`src/rtl/uart_tx_param.sv`:
```
// uart_tx_param: parameterised UART transmitter, bit timing from a baud level.
// Optional parity stage compiled in with macro UART_TX_PARITY_EN.
//
// Ports:
//   sysclk     - system clock, all state on its rising edge
//   rst        - synchronous active-high reset
//   bclk       - baud clock level; each rising edge is one bit period
//   DBUS       - parallel word to send (DATA_W bits)
//   txd_startH - transmit request, level-sampled, honoured only when idle
//   txd        - serial line, idle high, registered
//   busy       - high from accept through the done pulse cycle
//   txd_doneH  - one-cycle pulse when the last stop period ends
//
// Parameters:
//   DATA_W     - data bits per frame, 5..9
//   STOP_BITS  - stop bits per frame, 1 or 2
//   PARITY_ODD - 0 even / 1 odd parity (only with UART_TX_PARITY_EN)

module uart_tx_param #(
    parameter int DATA_W     = 8,
    parameter int STOP_BITS  = 1,
    parameter int PARITY_ODD = 0
) (
    input  logic              sysclk,
    input  logic              rst,
    input  logic              bclk,
    input  logic [DATA_W-1:0] DBUS,
    input  logic              txd_startH,
    output logic              txd,
    output logic              busy,
    output logic              txd_doneH
);

    localparam int CW = $clog2(DATA_W + 1);

    if (DATA_W < 5 || DATA_W > 9 ||
        STOP_BITS < 1 || STOP_BITS > 2 ||
        PARITY_ODD < 0 || PARITY_ODD > 1) begin : g_bad_cfg
        $error("uart_tx_param: illegal parameter set");
    end

    // START is kept as a named encoding; the start bit itself is
    // launched from SYNCH so the line falls on the first usable edge.
    typedef enum logic [2:0] {
        IDLE,
        SYNCH,
        START,
        DATA,
`ifdef UART_TX_PARITY_EN
        PAR,
`endif
        STOP
    } state_t;

    state_t            state_q;
    state_t            state_n;
    logic              bclk_d;
    logic              bclk_rise;
    logic [DATA_W-1:0] sreg_q;
    logic [DATA_W-1:0] sreg_n;
    logic [CW-1:0]     cnt_q;
    logic [CW-1:0]     cnt_n;
    logic              txd_n;
    logic              busy_n;
    logic              done_n;
`ifdef UART_TX_PARITY_EN
    logic              par_q;
    logic              par_n;
`endif

    assign bclk_rise = bclk & ~bclk_d;

    always_comb begin
        state_n = state_q;
        sreg_n  = sreg_q;
        cnt_n   = cnt_q;
        txd_n   = txd;
        busy_n  = busy;
        done_n  = 1'b0;
`ifdef UART_TX_PARITY_EN
        par_n   = par_q;
`endif
        // busy stays up through the done cycle, so a request
        // seen there is dropped and the next cycle accepts.
        if (txd_doneH) begin
            busy_n = 1'b0;
        end

        unique case (state_q)
            IDLE: begin
                txd_n = 1'b1;
                if (txd_startH && !busy) begin
                    sreg_n  = DBUS;
                    busy_n  = 1'b1;
                    state_n = SYNCH;
`ifdef UART_TX_PARITY_EN
                    par_n   = (^DBUS) ^ (PARITY_ODD != 0);
`endif
                end
            end

            SYNCH: begin
                if (bclk_rise) begin
                    txd_n   = 1'b0;
                    cnt_n   = '0;
                    state_n = DATA;
                end
            end

            DATA: begin
                if (bclk_rise) begin
                    txd_n  = sreg_q[0];
                    sreg_n = sreg_q >> 1;
                    cnt_n  = cnt_q + 1'b1;
                    if (cnt_q == CW'(DATA_W - 1)) begin
                        cnt_n   = '0;
`ifdef UART_TX_PARITY_EN
                        state_n = PAR;
`else
                        state_n = STOP;
`endif
                    end
                end
            end

`ifdef UART_TX_PARITY_EN
            PAR: begin
                if (bclk_rise) begin
                    txd_n   = par_q;
                    state_n = STOP;
                end
            end
`endif

            // cnt counts stop periods already started; the edge
            // that finds all of them started closes the frame.
            STOP: begin
                if (bclk_rise) begin
                    if (cnt_q == CW'(STOP_BITS)) begin
                        done_n  = 1'b1;
                        cnt_n   = '0;
                        state_n = IDLE;
                    end else begin
                        txd_n = 1'b1;
                        cnt_n = cnt_q + 1'b1;
                    end
                end
            end

            default: begin
                txd_n   = 1'b1;
                cnt_n   = '0;
                state_n = IDLE;
            end
        endcase
    end

    always_ff @(posedge sysclk) begin
        if (rst) begin
            state_q   <= IDLE;
            bclk_d    <= 1'b0;
            sreg_q    <= '0;
            cnt_q     <= '0;
            txd       <= 1'b1;
            busy      <= 1'b0;
            txd_doneH <= 1'b0;
`ifdef UART_TX_PARITY_EN
            par_q     <= 1'b0;
`endif
        end else begin
            state_q   <= state_n;
            bclk_d    <= bclk;
            sreg_q    <= sreg_n;
            cnt_q     <= cnt_n;
            txd       <= txd_n;
            busy      <= busy_n;
            txd_doneH <= done_n;
`ifdef UART_TX_PARITY_EN
            par_q     <= par_n;
`endif
        end
    end

endmodule

```
`config.mk`:
```
export PLATFORM = sky130hd
export DESIGN_NAME = uart_tx_param
export DESIGN_NICKNAME = d
export VERILOG_FILES = /design/src/rtl/uart_tx_param.sv
export SDC_FILE = /design/constraint.sdc
export NUM_CORES = 1
export LEC_CHECK = 0
export BUFFER_PORTS_ARGS = -buffer_cell sky130_fd_sc_hd__buf_2
export CORE_MARGIN = 1
export CORE_UTILIZATION = 57
export CTS_BUF_LIST = sky130_fd_sc_hd__clkbuf_8
export CTS_CLUSTER_DIAMETER = 100
export DETAILED_ROUTE_END_ITERATION = 8
export GPL_ROUTABILITY_DRIVEN = 0
export GPL_TIMING_DRIVEN = 0
export PLACE_DENSITY = 0.8
export SYNTH_ARGS = -nofsm -noshare
export SYNTH_HDL_FRONTEND = slang
export SYNTH_SLANG_ARGS = --single-unit
```
`constraint.sdc`:
```
create_clock -name sysclk -period 2.3 [get_ports sysclk]
set_clock_uncertainty 0.15 [all_clocks]
set_input_delay 0.115 -clock sysclk [delete_from_list [all_inputs] [get_ports sysclk]]
set_output_delay 0.115 -clock sysclk [all_outputs]
set_load 0.02 [all_outputs]
```
==> flow_summary.toml <==
[clocking]
htree_levels = 1
cts_root_buf = "clkbuf_8"
cts.reportedPaths.clkPinSlew_ns = 0.07
cts_tree = "built"
cts_max_path_buffers = 2
cts_buffers = 3
clkLatencyLatePin_ns = 0.26
cts_num_sinks = 19

[timing]
finalSetupViolCount = 0
drv_slew = 0
period_needed_ns = 2.06
hold_violations = 0
finalSetupTns_ns = 0
relSlewSlack_pct = 48.0
finalCritPeriodShare_pct = 89.7
clock.fmax_mhz = 484
rsz0062_at_grt = "false"
timing.final.ws_setup_ns = 0.236
worst_pin_slew_ns = 0.778

[die]
io_pins = 15
fp.coreArea_um2 = 1520
rows = 14
die_area_um2 = 1810
floorplan.initialDensity_pct = 61.3
die_h_um = 42.5
fp.dieW_um = 42.5

[worst_setup_path]
required_ns = 2.33
max_stage_delay_ns = 0.53
critPathMaxFanout = 10
r2r_slack_ns = 0.24
critPathSlowestCell = "or4b_1"
worstPathArrival_ns = 2.10
crit_type = "flip-flop to flip-flop"
startpoint_type = "flip-flop"
rr_worst_depth = 6
timing.rr.start = "state_q[1]"
r2r_end = "sreg_q[7]"
end_kind = "flip-flop"
crit_top_cell = "buf_2"
cp_cell_sequence = "buf_2 -> or4b_1 -> a21oi_2 -> buf_2 -> nand3_1 -> a21oi_1"

[placed_design]
hpwl_um = 1320
dp_slack_ns = 0.264
io_buffer_count = 14
place_area_um2 = 1020

[synthesis]
synthDistinctLibCells = 35
avgSynthCellArea_um2 = 9.07
syn_inst = 103
synth_area_leaders = "dfxtp_1 (41%), mux2i_1 (8.6%), a211oi_1 (5.6%)"
synthesis.area_um2 = 935
synth_nets = 117
synth_edf_count = 0
yosysTopAreaCell = "dfxtp_1"
seq_area_frac_synth_pct = 40.7
ys_async_sr_fraction_pct = 0
yosysTopAreaCellShare_pct = 40.7
synth_seq_cells = 19
synth_ff_type = "dfxtp_1"
ys_warn_count = 0

[hold_path]
worstHoldPathCells = 3
hold_end = "state_q[0]"
worstHoldStart = "rst"
hp-class = "primary input to flip-flop"

[power]
switching_power_w = 0.000265
power.leakage_nw = 0.473
peakVddDrop_uv = 566
powerDensity_nw_per_um2 = 779
swShare_pct = 30.9
seqPwrFrac_pct = 47.5
p_total_w = 0.000857
combinationalPowerShare_pct = 25.7
p_int_w = 0.000593
power.share.clock_pct = 26.9

[global_routing]
grt_first_pass_wirelength_um = 3340
grt-ovfl-total = 0
grt_max_degree = 12
grt_use_total_pct = 24.8
antenna_found_initial = 0
grt_pass1_vias = 782

[final_layout]
finish.instance_area_um2 = 1100
diodes = 0
layout-drive-gt1-share_pct = 17.7
area_growth_pct = 17.8
fin_nets = 139

[route]
wl_per_cell_um = 13.1
ant_nets = 0
firstDrtPassIters = 4
drt_wl_total_um = 1840
drt_iter0_markers = 11
num_vias = 833
drc = 0
viasPerCell = 5.95

[outcome]
status = "complete, no violations"

[run]
maxCapViolations = 0
[layer usage]
layer | global-route usage, % | up-vias | wire length [µm]
met5 | 0 | - | 0
li1 | - | 422 | -
met1 | 28.0 | 394 | 815
met4 | 11.3 | 0 | 31
met3 | 6.47 | 4 | 49
met2 | 43.1 | 13 | 940
[through the flow]
step	hold slack [ns]	cells	util [%]
floorplan	0.0932	103	-
global placement	0.217	133	67.2
detailed placement	0.224	133	67.2
CTS	0.0404	140	72.2
global route	0.0290	140	72.2
finish	0.0409	140	72.2
[worst max-delay path, delay by kind of cell (launching register included)]
kind	cells	cell delay, ns
buffers and inverters	2	0.44
DFF	1	0.30
AOI/OAI and AO/OA	2	0.47
and+or+nand+nor	2	0.63
[worst max-delay path by stage]
stage,start,slack (ns),end,cells after the start
4_1_cts,state_q[1],0.25,sreg_q[7],6
3_5_place_dp,state_q[2],0.26,cnt_q[3],4
2_1_floorplan,state_q[1],0.37,cnt_q[3],5
6_report,state_q[1],0.24,sreg_q[7],6
5_1_grt,state_q[1],0.07,sreg_q[7],6
3_3_place_gp,state_q[2],0.29,cnt_q[3],4
[layout make-up]
type	instances	area (µm²)
Multi-Input combinational cell	76	522
Fill cell	126	423
Sequential cell	19	380
Timing Repair Buffer	17	100
Clock buffer	3	41.3
Buffer	5	21.3
Tap cell	16	20.0
Inverter	3	11.3
Clock inverter	1	5.00
[cells by family after synthesis]
kind of cell | after synthesis | share of synthesized area, %
buf+inv | 8 | 3.48
flops | 19 | 40.7
simple gates | 40 | 24.4
mux | 9 | 9.77
fa+ha+maj | 2 | 2.68
compound gates | 25 | 19.0
[synth_stat cells, drive strengths merged, types with 2 or more instances]
cell type   n
dfxtp      19
nor2        9
mux2i       8
a211oi      7
a21oi       6
nand2       5
nor2b       5
nand2b      4
clkbuf      3
inv         3
nand3       3
a21o        2
and3b       2
buf         2
ha          2
nor3        2
nor3b       2
o21ai       2
or3         2
[power groups by stage]
stage	clock network [W]	logic (W)	registers [W]
6_report	0.000230	0.000220	0.000407
5_1_grt	0.000253	0.000245	0.000414
4_1_cts	0.000234	0.000220	0.000407
3_5_place_dp	0	0.000215	0.000414
3_3_place_gp	0	0.000207	0.000411
2_1_floorplan	0	0.000158	0.000415
[sequential cells by signal (all words and copies together) (netlist names)]
name	count
bclk_d	1
busy	1
cnt_q	4
sreg_q	8
state_q	3
txd	1
txd_doneH	1
[cells in the final DEF (no fill, tap or decap), types with 2 or more instances in the layout]
cell type      Yosys  layout
dfxtp_1           19      19
buf_2              2      16
nor2_1             9       9
mux2i_1            8       8
a211oi_1           7       7
nor2b_1            5       5
a21oi_1            5       5
nand2_1            5       5
nand2b_1           4       4
inv_1              3       3
clkbuf_1           3       3
nand3_1            3       3
clkbuf_8           0       3
dlygate4sd3_1      0       3
nor3b_1            2       2
and3b_1            2       2
a21o_1             2       2
o21ai_0            2       2
nor3_1             2       2
or3_1              2       2
ha_1               2       2
[what timing repair did]
item,CTS,global route
setup buffers,0,0
hold buffers,3,0
resized for setup,0,0
endpoints found under the hold margin,3,0
No activity file was read; power rests on OpenSTA's default activity.
